File: config.mk
export PLATFORM = sky130hd
export DESIGN_NAME = music_tempo_gen
export DESIGN_NICKNAME = d
export VERILOG_FILES = /design/src/rtl/music_tempo_gen.sv
export SDC_FILE = /design/constraint.sdc
export NUM_CORES = 1
export LEC_CHECK = 0
export ABC_CLOCK_PERIOD_IN_PS = 4570
export BUFFER_PORTS_ARGS = -buffer_cell sky130_fd_sc_hd__buf_2
export CORE_ASPECT_RATIO = 0.8
export CORE_MARGIN = 4
export CORE_UTILIZATION = 25
export CTS_BUF_LIST = sky130_fd_sc_hd__clkbuf_16
export CTS_CLUSTER_DIAMETER = 40
export DETAILED_ROUTE_END_ITERATION = 12
export PLACE_DENSITY_LB_ADDON = 0.25
export SETUP_SLACK_MARGIN = 0.05
export SYNTH_ARGS = -nofsm -noshare
export SYNTH_HDL_FRONTEND = slang
export SYNTH_SLANG_ARGS = --single-unit
File: constraint.sdc
create_clock -name sys_clk -period 4.57 [get_ports sys_clk]
set_clock_uncertainty 0.1 [all_clocks]
set_input_delay 0.914 -clock sys_clk [delete_from_list [all_inputs] [get_ports sys_clk]]
set_output_delay 0.914 -clock sys_clk [all_outputs]
set_load 0.05 [all_outputs]
File: src/rtl/music_tempo_gen.sv
// Tempo clock generator: divides sys_clk into a square wave with a per-mode half-period,
// switching divisors only at half-period boundaries, and emits beat/bar strobes.
module music_tempo_gen #(
  parameter int CNT_W         = 26,
  parameter int DIV_SLOW      = 12500000,
  parameter int DIV_MID       = 6250000,
  parameter int DIV_FAST      = 3125000,
  parameter int BEATS_PER_BAR = 4,
  parameter int BEAT_W        = 2
) (
  input  logic              sys_clk,
  input  logic              sys_rst,
  input  logic              en,
  input  logic [2:0]        sel,
  input  logic [CNT_W-1:0]  cfg_half,
  output logic              clk_select,
  output logic              beat_tick,
  output logic              bar_tick,
  output logic [BEAT_W-1:0] beat_cnt
);

  localparam logic [BEAT_W-1:0] LAST_BEAT = BEAT_W'(BEATS_PER_BAR - 1);
  localparam logic [CNT_W-1:0]  ONE       = CNT_W'(1);

  logic [CNT_W-1:0] count;
  logic [CNT_W-1:0] active_half;

  // A zero terminal count is clamped to 1 so a half-period never drops below 2 cycles.
  function automatic logic [CNT_W-1:0] decode(input logic [2:0] s, input logic [CNT_W-1:0] c);
    logic [CNT_W-1:0] d;
    case (s)
      3'b100:  d = CNT_W'(DIV_FAST);
      3'b001:  d = CNT_W'(DIV_MID);
      3'b111:  d = c;
      default: d = CNT_W'(DIV_SLOW);
    endcase
    if (d == '0) d = ONE;
    return d;
  endfunction

  always_ff @(posedge sys_clk) begin
    if (sys_rst) begin
      count       <= '0;
      clk_select  <= 1'b0;
      beat_tick   <= 1'b0;
      bar_tick    <= 1'b0;
      beat_cnt    <= '0;
      active_half <= decode(sel, cfg_half);
    end else begin
      beat_tick <= 1'b0;
      bar_tick  <= 1'b0;
      if (en) begin
        // Using >= lets any over-range count terminate on the next enabled edge.
        if (count >= active_half) begin
          count       <= '0;
          clk_select  <= ~clk_select;
          active_half <= decode(sel, cfg_half);
          if (!clk_select) begin
            beat_tick <= 1'b1;
            if (beat_cnt == LAST_BEAT) begin
              beat_cnt <= '0;
              bar_tick <= 1'b1;
            end else begin
              beat_cnt <= beat_cnt + BEAT_W'(1);
            end
          end
        end else begin
          count <= count + ONE;
        end
      end
    end
  end

endmodule
Yosys cells after proc, flatten, opt, wreduce, memory -nomap -nowiden:

Index checks and enable logic that the tools add are counted.

* input port bits: 32
* register bits: 57
* output and inout bits: 5
* logic and storage cells: 39

* magnitude comparators: 1
* add/subtract/negate cells: 2
* reduce and logical (&&, ||, !) cells: 9
* bitwise logic cells: 3
* mux-type cells: 14
* equal/unequal tests: 4

Operator list (count)
* 2-to-1 mux 26 bit: 10
* case mux 26 bit (3 select lines): 1
* logical NOT 26 bit: 2
* adder 26 x 1 -> 26 bit (second input constant): 1
* >= comparator 26 bit: 1
* equality test 3 bit (second input constant): 2
* AND reduction 2 bit: 2
* nonzero test 2 bit: 2
* OR reduction 4 bit: 1
* equality test 3 x 1 -> 1 bit (second input constant): 1
* inverter 1 bit: 3
* AND reduction 3 bit: 1
* OR reduction 3 bit: 1
* adder 2 x 1 -> 2 bit (second input constant): 1
* equality test 2 bit (second input constant): 1
* 2-to-1 mux 1 bit: 2
* 2-to-1 mux 2 bit: 1

Logic depth before layout (Yosys ltp):

Gate-level depths: netlist of run 1.

* depth after elaboration: 10
* gate-level depth with buffers: 9
* mapped depth without buffers: 8

Worst setup path after synthesis of run 1:

No wires, ideal clock.

* kind: reg2reg
* from: register count[0]
* to: register active_half[0] (enable)
* data arrival time: 2.111 ns
* required time: 4.206 ns
* buffers on the path: 1
* clock period less this slack: 2.475 ns
* slack: 2.095 ns
* cell stages (with the launch flop): 9
* library setup time: 0.264 ns
* cells stage by stage: dfxtp_1 > inv_1 > ha_1 > nand2b_4 > a211oi_2 > nor3_1 > o41a_4 > a211o_4 > buf_6

* word-level cells in the longest chain between the ends: 3

Ends and longest elaborated chain
* start: declaration: line 25 `logic [CNT_W-1:0] count;`
* start signal: assignment: line 68 `count <= count + ONE;`
* >= comparator 26 bit: line 54 `if (count >= active_half) begin`
* nonzero test 2 bit (no line)
* AND reduction 2 bit (no line)
* end signal: assignment: line 48 `active_half <= decode(sel, cfg_half);`
* end signal: assignment: line 57 `active_half <= decode(sel, cfg_half);`
* end: declaration: line 26 `logic [CNT_W-1:0] active_half;`

No other way between the ends.
A chain may end at the register's enable or synchronous reset.

Worst setup path after layout of run 1:

* from: register count[0]
* to: register active_half[21] (enable)

Same word-level chain as after synthesis.

==> impl_results.md, run 1 <==
* EDFF count, synth at 26
* Endpoints failing hold at 0
* Number of core rows at 36
* Largest net degree at the start of global routing at 50
* Kind of critical path: register to register
* DRT iter0 DRCs at 122
* Mean Syn Cell Area at 9.42 um2
* Post-CTS sizing at 0
* Slew Limit Fails at 0
* Worst vdd ir at 0.000158 V
* Skew-Pair Late Insertion Delay at 0.32 ns
* Worst-path clk slew at 0.05 ns
* Drt via density at roughly 4.3
* Worst-margin pin slew at around 0.83 ns
* RSZ-0062 raised after global routing: no
* First-pass GRT wire length at 11900 um
* Final period util at 59.2%
* Dominant cell type by area after synthesis: edfxtp_1
* DRC at 0
* Die width at 134 um
* Dpl cells at 537
* Final WL at approximately 7000 um
* Die area at 14600 um2
* Root buf cell: clkbuf_16
* Most common cell in the netlist: nor2_1
* Arrival time worst endpoint at 2.60 ns
* CTS Buf Count at 9
* Setup TNS at 0 ns
* # hold bufs at CTS at 0
* Area contributors post-synth: edfxtp_1, dfxtp_1, ha_1, nor2_1, xor2_1
* I/O Pins at 37
* Global route total overflow at 0
* Post-route insts no fill at 553
* Yosys warns at 0
* Vias at 2389
* Max-Cap Viols at 0
* Crit path required time at 4.46 ns
* Setup Fix Bufs, Post-CTS at 0
* Gr usage total at 10.5%
* CP endpoint kind: register
* Drt wl/cell at 12.6 um
* GPL Wtd Cong at just over 0.8
* Antenna violations before repair at 0
* LEAKAGE at 1.58 nW
* Fmax at about 370 MHz
* H-tree Lvls at 3
* Chip height at about 110 um
* Max Root-Sink Buffers at 2
* Share of layout cells above drive strength 1 at 15.4%
* Unique cell type count in the Yosys netlist at between 40 and 50
* Nets@finish at 437
* First-pass detailed-route iteration total at 4
* Top post-synthesis cells by count: nor2_1, inv_1, dfxtp_1
* Number of global-route vias before repair at 2405
* Fin Hold WS at 0.401 ns
* CP max FO at 49
* P per Cell Area at 330 nW/um2
* # fillers at ~1300
* Outcome: complete, no violations
* Antenna-violating nets left at 0
* Clock sinks at 57
* Post-DP HPWL at 5350 um
* Max-Slew Margin vs Limit at 44.2%
* Post-synth ARST share at 0%
* Syn nets at 397
* Synthesis-to-layout area growth at 19.9%
* CTS tree: yes
* Ys flop type: dfxtp_1
* Hold Crit Class: register to register
* Core area at 12300 um2
* Yosys reg bits at 57
* Share of the synthesized area in the top cell type at approximately 25%
* Synthesized netlist cell count at between 300 and 400
* IO Port Bufs at 36
* Minimum clock period at ~2.7 ns
* # diodes at 0
* Mapped Area at between 3000 and 4000 um2
* Total power at 1.26 mW
* Register area share after synthesis at roughly 44%
* CP Launch Type: register
* Final setup viols at 0
* Effective utilization at floorplan at ~26%
==> logic make-up (layout without fill, tap and decap cells) <==
family          Yosys count  in the layout  share of synthesized area, %
simple gates            142            142                          23.2
flops                    57             57                          44.1
compound gates           44             44                          9.22
buf+inv                  41             86                          5.36
fa+ha+maj                28             28                          11.0
xor+xnor                 23             23                          6.34
mux                       2              2                         0.670
==> layout make-up <==
class / count / area (um2) / share of cell area [%]
Sequential cell: 57 / 1400 / 36.8
Multi-Input combinational cell: 239 / 1600 / 42.1
Clock buffer: 9 / 225 / 5.92
Tap cell: 171 / 214 / 5.62
Timing Repair Buffer: 36 / 180 / 4.73
Clock inverter: 7 / 53.8 / 1.41
Inverter: 34 / 128 / 3.35
==> worst paths after layout <==
path / slack (ns) / end / start / cells after the start
min reg2reg: 0.40 / beat_cnt[1]$_SDFFE_PP0P_ / beat_cnt[1]$_SDFFE_PP0P_ / 2
max reg2reg: 1.87 / active_half[21]$_SDFFCE_PN0P_ / count[0]$_SDFFE_PP0P_ / 7
max: 1.87 / active_half[21]$_SDFFCE_PN0P_ / count[0]$_SDFFE_PP0P_ / 7
min: 0.40 / beat_cnt[1]$_SDFFE_PP0P_ / beat_cnt[1]$_SDFFE_PP0P_ / 2
==> cells in the final DEF (no fill, tap or decap), types with 4 or more instances in the layout <==
cell / instances
nor2_1: 44
buf_2: 36
inv_1: 35
dfxtp_1: 31
ha_1: 28
edfxtp_1: 26
nand2_1: 24
xor2_1: 17
a21oi_1: 16
nand4_1: 12
o21ai_0: 11
and2_1: 11
nand3_1: 11
clkbuf_16: 9
nand2b_1: 8
nor2b_1: 6
xnor2_1: 6
nor4_1: 5
nor3_1: 4
clkinv_1: 4
==> registers in the layout, summed over array words and instances, names as in the netlist <==
register	cells
active_half	26
bar_tick	1
beat_cnt	2
beat_tick	1
clk_select	1
count	26
==> worst max-delay path, stage by stage, from the launching register on <==
cell      delay [ns]
dfxtp_1         0.37
inv_1           0.11
ha_1            0.29
nand2b_4        0.14
a211oi_2        0.20
nor3_1          0.08
o41a_4          0.47
a211o_4         0.58
==> through the flow <==
stage | worst slack, ns | utilization, % | area, um2
global placement | 1.79 | 28.7 | 3530
global route | 1.76 | 31.0 | 3810
floorplan | 2.10 | - | 3180
CTS | 1.86 | 31.0 | 3810
finish | 1.87 | 31.0 | 3810
detailed placement | 1.80 | 28.7 | 3530
==> layer usage <==
metal | up-vias | global-route usage (%) | part of all wire, %
met5 | - | 0 | 0
met3 | 9 | 3.74 | 6.6
met2 | 70 | 14.4 | 37
met1 | 1061 | 15.3 | 55
li1 | 1249 | - | -
met4 | 0 | 3.30 | 1.2
==> power breakdown <==
part / leakage [nW] / internal (mW) / total (mW) / switching (mW)
Combinational: 0.948 / 0.0317 / 0.0777 / 0.0460
Sequential: 0.493 / 0.549 / 0.554 / 0.00509
Clock: 0.141 / 0.410 / 0.626 / 0.216
(Power assumes the default switching activity.)
==> run 2: changes to the inputs <==
Settings changed: ABC_CLOCK_PERIOD_IN_PS 4570 to 2700.
Clock period 4.57 ns to 2.7 ns, I/O delays scaled along.
==> run 2 against run 1 <==
Net effect:
- clock power rose by 56%
- utilization increased by 0.23 points
- register-to-register slack worse by 1.7 ns
- highest routed layer unchanged
==> impl_results.md, run 2 (same netlist as run 1, synthesis figures left out) <==
* Outcome: complete, no violations (unchanged)
* LEAKAGE at 1.60 nW (was 1.58 nW)
* FF-to-FF Start: count[0]$_SDFFE_PP0P_ (unchanged)
* Endpoints failing hold at 0 (unchanged)
* CP endpoint kind: register (unchanged)
* R2r setup slk at 0.14 ns (was 1.87 ns)
* Final period util at 94.7% (was 59.2%)
* Worst-margin pin slew at 0.519 ns (was 0.835 ns)
* Crit path required time at 2.68 ns (was 4.46 ns)
* CP max FO at 26 (was 49)
* CP Launch Type: register (unchanged)
* Commonest non-fill, non-tap cell in the layout: nor2_1 (unchanged)
* I/O Pins at 37 (unchanged)
* Antenna violations before repair at 0 (unchanged)
* Root buf cell: clkbuf_16 (unchanged)
* Slew Limit Fails at 0 (unchanged)
* Worst-path clk slew at 0.05 ns (about the same)
* Kind of critical path: register to register (unchanged)
* # hold bufs at CTS at 0 (unchanged)
* Largest registers: active_half x26, count x26, beat_cnt x2 (unchanged)
* Crit path launch: count[0]$_SDFFE_PP0P_ (unchanged)
* Setup Fix Bufs, Post-CTS at 0 (unchanged)
* Sw power at 0.462 mW (was 0.267 mW)
* Final setup viols at 0 (unchanged)
* CP endpoint: active_half[18]$_SDFFCE_PN0P_ (was active_half[21]$_SDFFCE_PN0P_)
* Worst path slowest cell: o41a_4 (was a211o_4)
* DRC at 0 (unchanged)
* Vias at 2401 (was 2389)
* R2r endpoint: active_half[18]$_SDFFCE_PN0P_ (was active_half[21]$_SDFFCE_PN0P_)
* Max-Slew Margin vs Limit at 65.3% (was 44.2%)
* Most frequent cells in the layout: nor2_1, inv_1, buf_2 (was nor2_1, buf_2, inv_1)
* DRT iter0 DRCs at 92 (was 122)
* P_int at 1.59 mW (was 0.990 mW)
* CTS tree: yes (unchanged)
* Seq pwr share at 45.7% (was 44.0%)
* Fin Hold WS at 0.404 ns (was 0.401 ns)
* Max-Cap Viols at 0 (unchanged)
* CTS Buf Count at 9 (unchanged)
* Worst vdd ir at 0.000258 V (was 0.000158 V)
* Slowest stage delay, CP at 0.48 ns (was 0.58 ns)
* Nets@finish at 442 (was 437)
* Arrival time worst endpoint at 2.54 ns (was 2.60 ns)
* Fmax at 391 MHz (was 370 MHz)
* Drt via density at 4.31 (was 4.32)
* Antenna-violating nets left at 0 (unchanged)
* RSZ-0062 raised after global routing: no (unchanged)
* Post-CTS sizing at 0 (unchanged)
* First-pass detailed-route iteration total at 6 (was 4)
* Number of core rows at 36 (unchanged)
* First-pass GRT wire length at 11800 um (was 11900 um)
* P per Cell Area at 534 nW/um2 (was 330 nW/um2)
* Global route total overflow at 0 (unchanged)
* # diodes at 0 (unchanged)
* Share of layout cells above drive strength 1 at 16.8% (was 15.4%)
* Drt wl/cell at 12.5 um (was 12.6 um)
* Chip height at 109 um (unchanged)
* Effective utilization at floorplan at 25.8% (unchanged)
* Die area at 14600 um2 (unchanged)
* Minimum clock period at 2.56 ns (was 2.70 ns)
* Largest net degree at the start of global routing at 27 (was 50)
* Number of global-route vias before repair at 2333 (was 2405)
* Post-DP HPWL at 5510 um (was 5350 um)
* Max Root-Sink Buffers at 2 (unchanged)
* GPL Wtd Cong at 0.808 (was 0.830)
* Core area at 12300 um2 (unchanged)
* Hold Crit Class: input port to register (was register to register)
* Combinational power share at 6.7% (was 6.2%)
* Die width at 134 um (unchanged)
* Setup TNS at 0 ns (unchanged)
* Gr usage total at 10.6% (was 10.5%)
* Net Sw Frac at 22.6% (was 21.2%)
* Worst r2r path cells at 8 (was 7)
* H-tree Lvls at 3 (unchanged)
* Clock sinks at 57 (unchanged)
* IO Port Bufs at 36 (unchanged)
* Final WL at 6980 um (was 6950 um)
* Skew-Pair Late Insertion Delay at 0.32 ns (about the same)
* CP cell instances: inv_1 -> ha_1 -> nand2b_4 -> a211oi_2 -> nor3_1 -> o41a_4 -> a211o_4 -> buf_12 (was inv_1 -> ha_1 -> nand2b_4 -> a211oi_2 -> nor3_1 -> o41a_4 -> a211o_4)
* Synthesis-to-layout area growth at 20.8% (was 19.9%)
* Clock network fraction of total power at 47.6% (was 49.8%)
-- run 2: worst max-delay path: cells and delay by family (launching register included) --
kind / cells / cell delay, ns
adders and majority gates: 1 / 0.29
AOI/OAI and AO/OA: 3 / 1.06
DFF: 1 / 0.37
buffers and inverters: 2 / 0.26
and+or+nand+nor: 2 / 0.22
-- run 2: worst min-delay path by stage --
stage / start / endpoint / depth (start not counted)
2_1_floorplan: count[25]$_SDFFE_PP0P_ / count[25]$_SDFFE_PP0P_ / 2
3_3_place_gp: beat_cnt[1]$_SDFFE_PP0P_ / beat_cnt[1]$_SDFFE_PP0P_ / 2
3_5_place_dp: beat_cnt[1]$_SDFFE_PP0P_ / beat_cnt[1]$_SDFFE_PP0P_ / 2
4_1_cts: cfg_half[19] / active_half[19]$_SDFFCE_PN0P_ / 2
5_1_grt: cfg_half[19] / active_half[19]$_SDFFCE_PN0P_ / 2
6_report: cfg_half[17] / active_half[17]$_SDFFCE_PN0P_ / 2
-- run 2: metrics by stage --
| step | std cells | area (um2) | util, % | setup slack (ns) | total power [mW] |
|---|---|---|---|---|---|
| 6_report | 557 | 3830 | 31.2 | 0.144 | 2.05 |
| 3_3_place_gp | 542 | 3580 | 29.1 | 0.209 | 1.09 |
| 2_1_floorplan | 337 | 3180 | - | 0.225 | 1.04 |
| 5_1_grt | 557 | 3830 | 31.2 | 0.0516 | 2.14 |
| 3_5_place_dp | 542 | 3580 | 29.1 | 0.168 | 1.09 |
| 4_1_cts | 557 | 3830 | 31.2 | 0.134 | 2.07 |
-- run 2: cell type report --
cell class / instances / area, um2
Fill cell: 1258 / 8460
Tap cell: 171 / 214
Multi-Input combinational cell: 239 / 1600
Clock buffer: 9 / 225
Timing Repair Buffer: 41 / 234
Inverter: 34 / 128
Clock inverter: 6 / 28.8
Sequential cell: 57 / 1400
-- run 2: power by group through the flow --
stage	registers (mW)	clock network (mW)	logic, mW
2_1_floorplan	0.951	0	0.0856
3_3_place_gp	0.954	0	0.135
3_5_place_dp	0.954	0	0.137
4_1_cts	0.937	0.998	0.138
5_1_grt	0.938	1.05	0.159
6_report	0.937	0.974	0.137
-- run 2: routing by layer --
layer	wire (um)	part of all wire, %	vias to the layer above	track usage [%]
li1	-	-	1253	-
met1	3840	55	1080	15.2
met2	2650	38	63	14.2
met3	426	6.1	5	4.80
met4	68	0.97	0	2.64
met5	0	0	-	0
==> run 3: changes to the inputs <==
Settings changed: CORE_UTILIZATION 25 to 58.
==> run 3 against run 2 <==
Net effect:
- non-clock buffer count is 1 higher
- flip-flop and latch count stayed put
- utilization is 42 points higher
- die area is 54% lower
- largest cell class unchanged
- total power is 10% higher
- combinational power hardly changed
- via count is 3.2% higher
- worst hold slack worse by 0.0067 ns
- clock power is 22% higher
==> impl_results.md, run 3 (same netlist as run 1, synthesis figures left out) <==
* First-pass detailed-route iteration total at 4 (was 6)
* # hold bufs at CTS at 0 (unchanged)
* Share of layout cells above drive strength 1 at 17.7% (was 16.8%)
* Combinational power share at 6.0% (was 6.7%)
* Final setup viols at 0 (unchanged)
* Max-Slew Margin vs Limit at 66.9% (was 65.3%)
* Number of global-route vias before repair at 2406 (was 2333)
* CP endpoint kind: register (unchanged)
* Effective utilization at floorplan at 61.6% (was 25.8%)
* Net Sw Frac at 21.2% (was 22.6%)
* Drt wl/cell at 15.1 um (was 12.5 um)
* Seq pwr share at 41.5% (was 45.7%)
* Antenna-violating nets left at 0 (unchanged)
* Final period util at 94.6% (was 94.7%)
* # fillers at 375 (was 1258)
* Chip height at 74.2 um (was 109 um)
* CTS Buf Count at 9 (unchanged)
* Hold Crit Class: input port to register (unchanged)
* Global route total overflow at 0 (unchanged)
* Die width at 90.7 um (was 134 um)
* Most frequent cells in the layout: nor2_1, buf_2, inv_1 (was nor2_1, inv_1, buf_2)
* Die area at 6730 um2 (was 14600 um2)
* H-tree Lvls at 3 (unchanged)
* Endpoints failing hold at 0 (unchanged)
* Total power at 2.26 mW (was 2.05 mW)
* Vias at 2477 (was 2401)
* Crit path required time at 2.64 ns (was 2.68 ns)
* I/O Pins at 37 (unchanged)
* Arrival time worst endpoint at 2.49 ns (was 2.54 ns)
* Root buf cell: clkbuf_16 (unchanged)
* Largest net degree at the start of global routing at 26 (was 27)
* Minimum clock period at 2.56 ns (about the same)
* Setup Fix Bufs, Post-CTS at 0 (unchanged)
* Post-DP HPWL at 4920 um (was 5510 um)
* Skew-Pair Late Insertion Delay at 0.33 ns (was 0.32 ns)
* # diodes at 0 (unchanged)
* First-pass GRT wire length at 11400 um (was 11800 um)
* Drt via density at 5.49 (was 4.31)
* Final WL at 6820 um (was 6980 um)
* P per Cell Area at 600 nW/um2 (was 534 nW/um2)
* Setup TNS at 0 ns (unchanged)
* LEAKAGE at 1.63 nW (was 1.60 nW)
* Worst vdd ir at 0.000395 V (was 0.000258 V)
* Largest registers: active_half x26, count x26, beat_cnt x2 (unchanged)
* CP max FO at 25 (was 26)
* Core area at 5150 um2 (was 12300 um2)
* DRC at 0 (unchanged)
* Gr usage total at 21.9% (was 10.6%)
* Commonest non-fill, non-tap cell in the layout: nor2_1 (unchanged)
* Max Root-Sink Buffers at 2 (unchanged)
* GPL Wtd Cong at 0.896 (was 0.808)
* Kind of critical path: register to register (unchanged)
* Outcome: complete, no violations (unchanged)
* IO Port Bufs at 36 (unchanged)
* Worst-path clk slew at 0.05 ns (about the same)
* Sw power at 0.480 mW (was 0.462 mW)
* Nets@finish at 444 (was 442)
* DRT iter0 DRCs at 134 (was 92)
* Worst-margin pin slew at 0.495 ns (was 0.519 ns)
* Clock network fraction of total power at 52.5% (was 47.6%)
* Max-Cap Viols at 0 (unchanged)
* Slew Limit Fails at 0 (unchanged)
* RSZ-0062 raised after global routing: no (unchanged)
* Fmax at 391 MHz (about the same)
* CP Launch Type: register (unchanged)
* Number of core rows at 23 (was 36)
* Synthesis-to-layout area growth at 18.5% (was 20.8%)
* Antenna violations before repair at 0 (unchanged)
* Clock sinks at 57 (unchanged)
* CTS tree: yes (unchanged)
* P_int at 1.78 mW (was 1.59 mW)
==> run 3: cell count changes in the layout (fill, tap and decap cells not counted), sizes merged <==
cell    delta
a211o      +1
inv        -2
clkinv     +1
buf        +1
bufinv     +2
==> run 3: what timing repair did <==
action                                  4_1_cts  5_1_grt
gates cloned                                  1        0
pin swaps                                     1        0
endpoints found under the setup margin       26        1
gates resized for setup                       0        1
==> run 3: power groups by stage <==
stage	clock network, mW	logic, mW	registers, mW
2_1_floorplan	0	0.0856	0.951
3_3_place_gp	0	0.127	0.953
3_5_place_dp	0	0.131	0.954
4_1_cts	1.19	0.135	0.937
5_1_grt	1.25	0.153	0.938
6_report	1.19	0.136	0.937
==> run 3: area by class of cell <==
class                           count  area [um2]  area share, %
Clock inverter                      7        85.1           2.26
Tap cell                           62        77.6           2.06
Inverter                           34         128           3.39
Sequential cell                    57        1400           37.2
Timing Repair Buffer               42         225           5.98
Clock buffer                        9         225           5.98
Multi-Input combinational cell    240        1620           43.1
==> run 3: metrics by stage <==
step	cells	instance area [um2]	hold slack (ns)	utilization, %	setup WS [ns]
3_3_place_gp	434	3440	0.382	66.7	0.0969
2_1_floorplan	337	3180	0.385	-	0.225
5_1_grt	451	3760	0.398	73.1	0.0725
3_5_place_dp	434	3440	0.410	66.7	0.0380
4_1_cts	451	3760	0.390	72.9	0.115
6_report	451	3760	0.398	73.1	0.145
==> run 3: routing by layer <==
layer,vias up,global-route usage (%),part of all wire (%)
li1,1261,-,-
met1,1108,28.4,47
met2,97,34.8,44
met3,11,8.29,7.7
met4,0,6.11,1.3
met5,-,0,0
==> run 3: worst paths after layout <==
| kind | from | depth (start not counted) | end | slack [ns] |
|---|---|---|---|---|
| max | count[0]$_SDFFE_PP0P_ | 7 | active_half[23]$_SDFFCE_PN0P_ | 0.14 |
| min | cfg_half[17] | 2 | active_half[17]$_SDFFCE_PN0P_ | 0.40 |
| min reg2reg | beat_cnt[1]$_SDFFE_PP0P_ | 2 | beat_cnt[1]$_SDFFE_PP0P_ | 0.42 |
| max reg2reg | count[0]$_SDFFE_PP0P_ | 7 | active_half[23]$_SDFFCE_PN0P_ | 0.14 |
==> run 3: critical path: stages (launching register included) <==
cell	delay, ns
dfxtp_1	0.37
inv_1	0.09
ha_1	0.30
nand2b_4	0.14
a211oi_2	0.20
nor3_1	0.08
o41a_4	0.49
a211o_4	0.49
